**src/rtl/alarm_pkg.sv**
```systemverilog
// ---------------------------------------------------------------------------
// alarm_pkg
// Shared types and constants for the alarm controller keypad front end.
//   digit_t       : one keypad code / PIN digit (4 bits)
//   code_state_t  : PIN entry FSM states (LOCKOUT only reachable when the
//                   CODE_LOCKOUT_EN macro is defined)
//   KEY_IDLE      : keypad bus value while no key is pressed
//   KEY_CLEAR     : keypad bus value of the CLEAR key
//   is_digit      : key is one of 0..9
//   is_event_key  : key produces a press event (digits and CLEAR); codes
//                   B..E are debounced like any key but never reported
// ---------------------------------------------------------------------------
package alarm_pkg;

   typedef logic [3:0] digit_t;

   typedef enum logic [1:0] {
      ST_IDLE    = 2'd0,
      ST_COLLECT = 2'd1,
      ST_CHECK   = 2'd2,
      ST_LOCKOUT = 2'd3
   } code_state_t;

   localparam digit_t KEY_IDLE       = 4'hF;
   localparam digit_t KEY_CLEAR      = 4'hA;
   localparam digit_t KEY_LAST_DIGIT = 4'h9;

   function automatic logic is_digit(input digit_t k);
      return (k <= KEY_LAST_DIGIT);
   endfunction

   function automatic logic is_event_key(input digit_t k);
      return (k <= KEY_CLEAR);
   endfunction

endpackage

```
**src/rtl/key_debouncer.sv**
```systemverilog
// ---------------------------------------------------------------------------
// key_debouncer
// Turns the synchronized keypad bus into single press events. The bus is
// sampled only on ENA ticks; a value must be seen on DEBOUNCE_TICKS
// consecutive samples to count as stable. A stable non-idle value yields one
// press (if it is a digit or CLEAR), after which the idle code must itself
// become stable before another press is accepted, so a held key never
// repeats.
// Ports:
//   clk     in   system clock
//   reset   in   synchronous active-high reset; leaves the block waiting for
//                a stable idle level so a key held through reset is ignored
//   ENA     in   sample strobe (one clk wide)
//   keypad  in   4-bit keypad code, already synchronized
//   press   out  one-cycle pulse, registered on the completing ENA edge
//   key     out  key value that caused the press (valid with press)
// ---------------------------------------------------------------------------
module key_debouncer
   import alarm_pkg::*;
#(
   parameter int DEBOUNCE_TICKS = 3
) (
   input  logic       clk,
   input  logic       reset,
   input  logic       ENA,
   input  logic [3:0] keypad,
   output logic       press,
   output logic [3:0] key
);

   localparam int CW = $clog2(DEBOUNCE_TICKS + 1);
   localparam logic [CW-1:0] CNT_STABLE = CW'(DEBOUNCE_TICKS);
   localparam logic [CW-1:0] CNT_ONE    = CW'(1);

   digit_t          last_reg;
   logic [CW-1:0]   run_cnt_reg;
   logic [CW-1:0]   run_cnt_next;
   logic            armed_reg;
   logic            press_reg;
   digit_t          key_reg;
   logic            stable;

   // Run length of the current sample value, saturating at the stable
   // threshold. A different value restarts the run at one.
   always_comb begin
      run_cnt_next = run_cnt_reg;
      if (keypad != last_reg) begin
         run_cnt_next = CNT_ONE;
      end else if (run_cnt_reg != CNT_STABLE) begin
         run_cnt_next = run_cnt_reg + 1'b1;
      end
   end

   assign stable = (run_cnt_next == CNT_STABLE);

   always_ff @(posedge clk) begin
      if (reset) begin
         last_reg    <= KEY_IDLE;
         run_cnt_reg <= '0;
         armed_reg   <= 1'b0;
         press_reg   <= 1'b0;
         key_reg     <= '0;
      end else begin
         press_reg <= 1'b0;
         if (ENA) begin
            last_reg    <= keypad;
            run_cnt_reg <= run_cnt_next;
            if (armed_reg && stable && (keypad != KEY_IDLE)) begin
               // Any stable key consumes the arm, but only digits and
               // CLEAR are reported downstream.
               armed_reg <= 1'b0;
               press_reg <= is_event_key(keypad);
               key_reg   <= keypad;
            end else if (!armed_reg && stable && (keypad == KEY_IDLE)) begin
               armed_reg <= 1'b1;
            end
         end
      end
   end

   assign press = press_reg;
   assign key   = key_reg;

endmodule

```
**src/rtl/keypad_code_entry.sv**
```systemverilog
// ---------------------------------------------------------------------------
// keypad_code_entry
// Collects debounced digits into a CODE_LEN-digit PIN and emits a one-cycle
// verdict pulse (code_ok / code_bad) to the alarm FSM. A partial entry is
// dropped after TIMEOUT_TICKS ENA ticks without a press, or by CLEAR.
// Optional feature macro: CODE_LOCKOUT_EN. When defined, MAX_FAILS
// consecutive bad codes lock the keypad for LOCKOUT_TICKS ENA ticks.
// Ports:
//   clk         in   system clock
//   reset       in   synchronous active-high reset
//   ENA         in   divider tick, timebase for debounce/timeout/lockout
//   keypad      in   4-bit keypad code, already synchronized
//   code_ok     out  one-cycle pulse, entered PIN equals SECRET
//   code_bad    out  one-cycle pulse, full-length PIN mismatched
//   entry_busy  out  high while digits are being collected
//   digit_cnt   out  digits collected so far
//   locked_out  out  lockout active (constant 0 without CODE_LOCKOUT_EN)
// Timing: press event on ENA edge t, digit stored at t+1; for the last digit
// CHECK is entered at t+1 and the verdict pulse is registered at t+2.
// ---------------------------------------------------------------------------
module keypad_code_entry
   import alarm_pkg::*;
#(
   parameter int          CODE_LEN       = 4,
   parameter logic [23:0] SECRET         = 24'h00_1234,
   parameter int          DEBOUNCE_TICKS = 3,
   parameter int          TIMEOUT_TICKS  = 100,
   parameter int          MAX_FAILS      = 3,
   parameter int          LOCKOUT_TICKS  = 200
) (
   input  logic       clk,
   input  logic       reset,
   input  logic       ENA,
   input  logic [3:0] keypad,
   output logic       code_ok,
   output logic       code_bad,
   output logic       entry_busy,
   output logic [2:0] digit_cnt,
   output logic       locked_out
);

   localparam int EW = 4 * CODE_LEN;
   localparam int TW = $clog2(TIMEOUT_TICKS + 1);
   localparam logic [TW-1:0] TIMEOUT_LAST = TW'(TIMEOUT_TICKS - 1);
   localparam logic [2:0]    DIGIT_LAST   = 3'(CODE_LEN - 1);

   // Out-of-range configurations are rejected at elaboration.
   if (CODE_LEN < 1 || CODE_LEN > 6 || DEBOUNCE_TICKS < 1 ||
       TIMEOUT_TICKS < 1 || MAX_FAILS < 1 || LOCKOUT_TICKS < 1) begin : g_bad_config
      $error("keypad_code_entry: parameter out of range");
   end

   // ------------------------------------------------------------------
   // Debounced key events
   // ------------------------------------------------------------------
   logic   press;
   digit_t key;

   key_debouncer #(
      .DEBOUNCE_TICKS (DEBOUNCE_TICKS)
   ) u_debouncer (
      .clk    (clk),
      .reset  (reset),
      .ENA    (ENA),
      .keypad (keypad),
      .press  (press),
      .key    (key)
   );

   logic press_digit;
   logic press_clear;

   assign press_digit = press && is_digit(key);
   assign press_clear = press && (key == KEY_CLEAR);

   // ------------------------------------------------------------------
   // Registers
   // ------------------------------------------------------------------
   code_state_t   state_reg,     state_next;
   logic [EW-1:0] entry_reg,     entry_next;
   logic [2:0]    digit_cnt_reg, digit_cnt_next;
   logic [TW-1:0] timeout_reg,   timeout_next;
   logic          code_ok_reg,   code_ok_next;
   logic          code_bad_reg,  code_bad_next;

`ifdef CODE_LOCKOUT_EN
   localparam int FW = $clog2(MAX_FAILS + 1);
   localparam int LW = $clog2(LOCKOUT_TICKS + 1);
   localparam logic [FW-1:0] FAIL_LAST = FW'(MAX_FAILS - 1);
   localparam logic [LW-1:0] LOCK_LAST = LW'(LOCKOUT_TICKS - 1);

   logic [FW-1:0] fail_reg, fail_next;
   logic [LW-1:0] lock_reg, lock_next;
`endif

   // ------------------------------------------------------------------
   // Entry shift register: newest digit enters the low nibble, so the
   // first digit ends up in the most significant nibble like SECRET.
   // ------------------------------------------------------------------
   logic [EW-1:0] entry_shift;

   if (CODE_LEN == 1) begin : g_shift_single
      assign entry_shift = key;
   end else begin : g_shift_multi
      assign entry_shift = {entry_reg[EW-5:0], key};
   end

   // Per-digit comparison against the secret.
   logic [CODE_LEN-1:0] nibble_match;
   logic                code_match;

   for (genvar gi = 0; gi < CODE_LEN; gi++) begin : g_match
      assign nibble_match[gi] = (entry_reg[4*gi +: 4] == SECRET[4*gi +: 4]);
   end

   assign code_match = &nibble_match;

   // ------------------------------------------------------------------
   // Next-state logic
   // ------------------------------------------------------------------
   always_comb begin
      state_next     = state_reg;
      entry_next     = entry_reg;
      digit_cnt_next = digit_cnt_reg;
      timeout_next   = timeout_reg;
      code_ok_next   = 1'b0;
      code_bad_next  = 1'b0;
`ifdef CODE_LOCKOUT_EN
      fail_next      = fail_reg;
      lock_next      = lock_reg;
`endif

      case (state_reg)
         ST_IDLE: begin
            if (press_digit) begin
               entry_next     = entry_shift;
               digit_cnt_next = 3'd1;
               timeout_next   = '0;
               state_next     = (CODE_LEN == 1) ? ST_CHECK : ST_COLLECT;
            end
         end

         ST_COLLECT: begin
            // A press on the same cycle as the timeout expiry takes
            // priority: the digit is kept and the timer restarts.
            if (press_digit) begin
               entry_next     = entry_shift;
               digit_cnt_next = digit_cnt_reg + 3'd1;
               timeout_next   = '0;
               if (digit_cnt_reg == DIGIT_LAST) begin
                  state_next = ST_CHECK;
               end
            end else if (press_clear) begin
               entry_next     = '0;
               digit_cnt_next = '0;
               timeout_next   = '0;
               state_next     = ST_IDLE;
            end else if (ENA) begin
               if (timeout_reg == TIMEOUT_LAST) begin
                  entry_next     = '0;
                  digit_cnt_next = '0;
                  timeout_next   = '0;
                  state_next     = ST_IDLE;
               end else begin
                  timeout_next = timeout_reg + 1'b1;
               end
            end
         end

         ST_CHECK: begin
            code_ok_next   = code_match;
            code_bad_next  = !code_match;
            entry_next     = '0;
            digit_cnt_next = '0;
            timeout_next   = '0;
            state_next     = ST_IDLE;
`ifdef CODE_LOCKOUT_EN
            if (code_match) begin
               fail_next = '0;
            end else begin
               fail_next = fail_reg + 1'b1;
               if (fail_reg == FAIL_LAST) begin
                  lock_next  = '0;
                  state_next = ST_LOCKOUT;
               end
            end
`endif
         end

         ST_LOCKOUT: begin
`ifdef CODE_LOCKOUT_EN
            // Presses are simply dropped here; only ENA ticks matter.
            if (ENA) begin
               if (lock_reg == LOCK_LAST) begin
                  lock_next  = '0;
                  fail_next  = '0;
                  state_next = ST_IDLE;
               end else begin
                  lock_next = lock_reg + 1'b1;
               end
            end
`else
            state_next = ST_IDLE;
`endif
         end

         default: begin
            state_next = ST_IDLE;
         end
      endcase
   end

   // ------------------------------------------------------------------
   // State and data registers
   // ------------------------------------------------------------------
   always_ff @(posedge clk) begin
      if (reset) begin
         state_reg     <= ST_IDLE;
         entry_reg     <= '0;
         digit_cnt_reg <= '0;
         timeout_reg   <= '0;
         code_ok_reg   <= 1'b0;
         code_bad_reg  <= 1'b0;
`ifdef CODE_LOCKOUT_EN
         fail_reg      <= '0;
         lock_reg      <= '0;
`endif
      end else begin
         state_reg     <= state_next;
         entry_reg     <= entry_next;
         digit_cnt_reg <= digit_cnt_next;
         timeout_reg   <= timeout_next;
         code_ok_reg   <= code_ok_next;
         code_bad_reg  <= code_bad_next;
`ifdef CODE_LOCKOUT_EN
         fail_reg      <= fail_next;
         lock_reg      <= lock_next;
`endif
      end
   end

   // ------------------------------------------------------------------
   // Outputs
   // ------------------------------------------------------------------
   assign code_ok    = code_ok_reg;
   assign code_bad   = code_bad_reg;
   assign entry_busy = (state_reg == ST_COLLECT);
   assign digit_cnt  = digit_cnt_reg;

`ifdef CODE_LOCKOUT_EN
   assign locked_out = (state_reg == ST_LOCKOUT);
`else
   assign locked_out = 1'b0;
`endif

endmodule

```
**config.mk**
```make
export PLATFORM = sky130hd
export DESIGN_NAME = keypad_code_entry
export DESIGN_NICKNAME = d
export VERILOG_FILES = /design/src/rtl/alarm_pkg.sv /design/src/rtl/key_debouncer.sv /design/src/rtl/keypad_code_entry.sv
export SDC_FILE = /design/constraint.sdc
export NUM_CORES = 1
export LEC_CHECK = 0
export CAP_MARGIN = 25
export CELL_PAD_IN_SITES_DETAIL_PLACEMENT = 1
export CELL_PAD_IN_SITES_GLOBAL_PLACEMENT = 2
export CORE_AREA = 3 3 74 83
export CTS_BUF_LIST = sky130_fd_sc_hd__clkbuf_8
export CTS_CLUSTER_DIAMETER = 60
export CTS_CLUSTER_SIZE = 16
export DETAILED_ROUTE_END_ITERATION = 10
export DIE_AREA = 0 0 77 86
export GPL_TIMING_DRIVEN = 1
export PLACE_DENSITY = 0.82
export SLEW_MARGIN = 5
export SYNTH_ARGS = -nofsm -noshare
export SYNTH_HDL_FRONTEND = slang
export SYNTH_SLANG_ARGS = --single-unit
```
**constraint.sdc**
```tcl
create_clock -name clk -period 2.4 [get_ports clk]
set_input_delay 0.48 -clock clk [delete_from_list [all_inputs] [get_ports clk]]
set_output_delay 0.48 -clock clk [all_outputs]
set_load 0.02 [all_outputs]
```
==> results.txt, run 1 <==
Final setup viols - 0
fraction of the yosys area taken by sequential cells - 0.456
summed negative setup slack over all endpoints - 0 ps
dpl cells - 273
starting density of the core - 0.344
GR Util All Layers - 0.131
met1 track demand over resource in global routing - 0.164
cell with the most instances after synthesis - sky130_fd_sc_hd__dfxtp_1
later-pin clock latency in the skew report - 300 ps
violation count after the first detailed-route iteration - 49
global-route wire length before repair - 6820 um
gpl congestion - 0.794
area of the mapped netlist - 1840 um^2
full die area - 6620 um^2
crit path max fanout - 5
number of antenna violations at the first check in global routing - 0
clock input transition at the sequential cells of the worst setup and hold paths - 80 ps
via count of the first global-routing pass - 1397
worst vdd ir - 0.511 mV
sum of overflow across all layers after global routing - 0
largest area contributor in the netlist - sky130_fd_sc_hd__dfxtp_1
drt pass-1 iters - 4
Worst Path Arrival - 1670 ps
CP max stage cell - sky130_fd_sc_hd__clkdlybuf4s50_1
FMAX - 0.466 GHz
buffers inserted during post-CTS setup optimization - 0
area added between synthesis and finish - 20.1%
final count of pins violating max slew - 0
max FFs per register - 16
die outline height - 86 um
count of unique library cells instantiated by Yosys - 41
Ant. Diodes - 0
# nets final - 220
layout cell share with drive strength beyond 1 - 0.117
status - finished clean
Clock Path Buffers - 2
Yosys reg bits - 42
met2 demand-to-capacity share in global routing - 0.215
share of async-settable or async-resettable flops after synthesis - 0
clk sinks - 42
class of the tightest hold or removal check - reg -> reg
maximum number of pins on one net before global-route repair - 17
total CTS buffers - 5
Yosys top cell area share - 0.456
H-tree levels - 2
number of gates given a new drive strength after cts - 0
number of max-cap violations - 0
Worst Setup End Kind - primary output
count of flip-flops with a built-in enable after synthesis - 0
global route hottest layer - met2
CP Data Required Time - 1920 ps
CTS hold repair buffers - 0
start of the worst register-to-register path - state_reg[0]
share of the clock period used by the worst path after layout - 0.895
gate count of the mapped netlist - 185
series of cell instances along the critical path - inv_1 -> ha_1 -> clkdlybuf4s50_1
syn_nets - 200
final core utilization - 0.413
average size of a mapped cell - 9.97 um^2
Worst Hold Launch - entry_reg[12]
crit path setup slack, layout - 253 ps
clock root cell - sky130_fd_sc_hd__clkbuf_8
post-route ant nets - 0
leakage component of the power - 0.822 nW
final setup skew - 8.41 ps
non-filler instance count after layout - 280
area of the placeable core - 5360 um^2
number of endpoints with negative hold slack in the final report - 0
number of I/O port buffers - 12
final wirelength - 3910 um
die width - 77 um
clock tree from TritonCTS - yes
synth top area cells - sky130_fd_sc_hd__dfxtp_1 (46%), sky130_fd_sc_hd__a22o_1 (7.6%), sky130_fd_sc_hd__ha_1 (5.4%)
max incr delay on CP - 640 ps
top cell types by occurrence after synthesis - sky130_fd_sc_hd__dfxtp_1 (42), sky130_fd_sc_hd__nor2_1 (18), sky130_fd_sc_hd__a22o_1 (16)
Routed WL per cell - 14.0 um
top flip-flop cell by instance count after synthesis - sky130_fd_sc_hd__dfxtp_1
worst slack after detailed placement - 128 ps
setup repair after global routing missed its margin - no
DR DRC count - 0
Via-to-Cell Ratio - 5.10
global-route track usage on met3 - 0.0315
number of standard-cell rows in the floorplan - 28
Crit. Startpoint - state_reg[1]
power per unit of standard cell area - 646 nW/um^2
Setup CP Type - reg -> out
synth warn - 0
Top Ports - 14
crit path time final - 2150 ps
startpoint type of the worst setup path - register
DP Wirelength - 2780 um
final total power - 1.43 mW
number of vias in the routed layout - 1428
==> power breakdown <==
group	switching, mW	internal (mW)
logic	0.0763	0.0617
clock network	0.242	0.333
registers	0.00952	0.708
==> worst max-delay path: cells and delay by family, from the launching register on <==
| kind | cells | cell delay [ps] |
|---|---|---|
| buffers and inverters | 2 | 760 |
| DFF | 1 | 340 |
| adders and majority gates | 1 | 260 |
==> path summary, 6_finish.rpt <==
check | slack (ps) | cells past startpoint | end
max reg2reg | 410 | 8 | entry_reg[1]
min | 480 | 1 | entry_reg[12]
max | 250 | 3 | entry_busy
min reg2reg | 480 | 1 | entry_reg[12]
==> through the flow <==
stage                     cell area [um^2]  hold WS, ps
final                                 2210          479
after detailed placement              2100          465
after floorplan                       1840          441
after CTS                             2210          484
after global placement                2100          461
after global routing                  2210          527
==> layout make-up <==
cell class	instances	area (um^2)
clock buffer	6	82.6
fill	621	3150
tap	75	93.8
multi-input combinational	130	945
inverter	4	15.0
clock inverter	1	30.0
sequential	42	841
timing repair buffer	22	208
==> per-layer routing <==
metal | wire length, um | vias to the layer above
li1 | - | 708
met1 | 1910 | 692
met2 | 1800 | 19
met3 | 128 | 9
met4 | 74 | 0
met5 | 0 | -
==> cells by family (layout without fill, tap and decap cells) <==
family / Yosys count / count (layout) / synth area share
compound gates: 38 / 38 / 0.172
mux: 7 / 7 / 0.0380
xor+xnor: 10 / 10 / 0.0475
buf+inv: 13 / 33 / 0.0319
simple gates: 66 / 66 / 0.198
other cells: 1 / 1 / 0.00203
fa+ha+maj: 8 / 8 / 0.0543
flops: 42 / 42 / 0.456
==> cells in the final DEF, fill, tap and decap left out, types with 6 or more instances in the layout <==
master,n
sky130_fd_sc_hd__nand2_1,7
sky130_fd_sc_hd__dfxtp_1,42
sky130_fd_sc_hd__mux2i_1,7
sky130_fd_sc_hd__buf_4,9
sky130_fd_sc_hd__clkdlybuf4s50_1,12
sky130_fd_sc_hd__xnor2_1,10
sky130_fd_sc_hd__nor2_1,18
sky130_fd_sc_hd__clkbuf_8,6
sky130_fd_sc_hd__nor3_1,8
sky130_fd_sc_hd__nor2b_1,6
sky130_fd_sc_hd__nand4_1,6
sky130_fd_sc_hd__a22o_1,16
sky130_fd_sc_hd__ha_1,8
No activity file was read; power rests on OpenSTA's default activity.
==> run 2, diff against run 1 <==
Settings changed: GPL_TIMING_DRIVEN 1 to 0.
==> run 2 against run 1 <==
Effect of this change:
- global-route usage is 0.33 points lower
- via count is 1.5% lower
- clock power is 15% lower
- power is 6.9% lower
- register-to-register slack worse by 230 ps
- cell area is 2.8% lower
- non-clock buffer count is 1 lower
- die area stayed put
- wire length is 1.5% lower
- sequential power hardly changed
- combinational power is 8% lower
- largest cell class unchanged
==> results.txt, run 2 (synthesized netlist as in run 1, its figures left out) <==
via count of the first global-routing pass - 1412
FMAX - 0.451 GHz
total CTS buffers - 5
clock input transition at the sequential cells of the worst setup and hold paths - 80 ps
area of the multi-input gates - 945 um^2
Crit. Startpoint - state_reg[0]
Worst Max-Slew Pin Slew - 809 ps
maximum number of pins on one net before global-route repair - 14
clk sinks - 42
number of antenna violations at the first check in global routing - 0
Routed WL per cell - 13.8 um
starting density of the core - 0.344
Via-to-Cell Ratio - 5.02
Worst Setup End Kind - register
CTS hold repair buffers - 0
number of filler cells placed in the layout - 619
number of standard-cell rows in the floorplan - 28
crit path max fanout - 10
most used cells in the layout excluding fill and tap cells - sky130_fd_sc_hd__dfxtp_1 (42), sky130_fd_sc_hd__nor2_1 (18), sky130_fd_sc_hd__a22o_1 (16), sky130_fd_sc_hd__clkdlybuf4s50_1 (11), sky130_fd_sc_hd__xnor2_1 (10)
CP Data Required Time - 2590 ps
number of vias in the routed layout - 1406
# nets final - 219
crit path time final - 2220 ps
non-filler instance count after layout - 280
FF/Latch Area - 841 um^2
dpl cells - 272
worst slack after detailed placement - -419 ps
clock root cell - sky130_fd_sc_hd__clkbuf_8
crit path setup slack, layout - 182 ps
drt pass-1 iters - 4
die outline height - 86 um
final setup skew - 3.54 ps
violation count after the first detailed-route iteration - 76
start of the worst register-to-register path - state_reg[0]
share of the clock period used by the worst path after layout - 0.924
buffers inserted during post-CTS setup optimization - 0
DR DRC count - 0
setup repair after global routing missed its margin - no
area of the placeable core - 5360 um^2
Relative slew margins - 0.460
most common library cell in the layout ignoring fill and taps - sky130_fd_sc_hd__dfxtp_1
Top Ports - 14
number of max-cap violations - 0
Worst Hold Launch - entry_reg[12]
status - finished clean
class of the tightest hold or removal check - reg -> reg
power per unit of standard cell area - 618 nW/um^2
final count of pins violating max slew - 0
number of I/O port buffers - 12
Final setup viols - 0
layout cell share with drive strength beyond 1 - 0.0927
sum of overflow across all layers after global routing - 0
Setup CP Type - reg -> reg
clock tree from TritonCTS - yes
Clock Path Buffers - 2
max FFs per register - 16
worst vdd ir - 0.307 mV
Worst Path Arrival - 2410 ps
leakage component of the power - 0.787 nW
gpl congestion - 0.741
die width - 77 um
later-pin clock latency in the skew report - 300 ps
area added between synthesis and finish - 16.7%
startpoint type of the worst setup path - register
global-route wire length before repair - 6710 um
number of endpoints with negative hold slack in the final report - 0
Ant. Diodes - 0
final wirelength - 3860 um
full die area - 6620 um^2
GR Util All Layers - 0.128
post-route ant nets - 0
H-tree levels - 2
number of gates given a new drive strength after cts - 1
DP Wirelength - 2800 um
-- run 2: report_power, final --
part	total (mW)	leakage [nW]	internal, mW	switching (mW)
Sequential	0.717	0.340	0.708	0.00937
Combinational	0.127	0.400	0.0512	0.0753
Clock	0.487	0.0472	0.231	0.256
-- run 2: final cells by class --
cell class | instances | area share
multi-input cells | 130 | 0.439
flip-flops and latches | 42 | 0.391
repair buffers | 12 | 0.0552
well taps | 75 | 0.0436
clock buffers | 6 | 0.0384
plain buffers | 9 | 0.0203
inverters | 4 | 0.00698
clock inverters | 2 | 0.00581
-- run 2: final timing paths --
path                    to  slack, ps  cells after the start
max          entry_reg[11]        180                      8
min reg2reg  entry_reg[12]        490                      1
max reg2reg  entry_reg[11]        180                      8
min          entry_reg[12]        490                      1
-- run 2: critical path, cell delays in order, from the launching register on --
cell,delay (ps)
sky130_fd_sc_hd__dfxtp_1,390
sky130_fd_sc_hd__inv_1,100
sky130_fd_sc_hd__ha_1,240
sky130_fd_sc_hd__o211ai_1,100
sky130_fd_sc_hd__nand3b_1,300
sky130_fd_sc_hd__a21oi_4,340
sky130_fd_sc_hd__nor2_1,170
sky130_fd_sc_hd__buf_2,220
sky130_fd_sc_hd__a22o_1,240
-- run 2: routing by layer --
metal | part of all wire | wire, um | GRT usage
met2 | 0.46 | 1780 | 0.207
met1 | 0.50 | 1930 | 0.162
met5 | 0 | 0 | 0
met4 | 0.016 | 61 | 0.0631
met3 | 0.021 | 82 | 0.0252
-- run 2: stage by stage --
step | util | TNS, ps | hold WS [ps] | area, um^2 | power, mW
5_1_grt | 0.401 | 0 | 528 | 2150 | 1.39
3_3_place_gp | 0.384 | -7020 | 459 | 2060 | 0.861
4_1_cts | 0.401 | 0 | 487 | 2150 | 1.35
3_5_place_dp | 0.384 | -7580 | 467 | 2060 | 0.863
2_1_floorplan | - | 0 | 441 | 1840 | 0.816
6_report | 0.401 | 0 | 487 | 2150 | 1.33
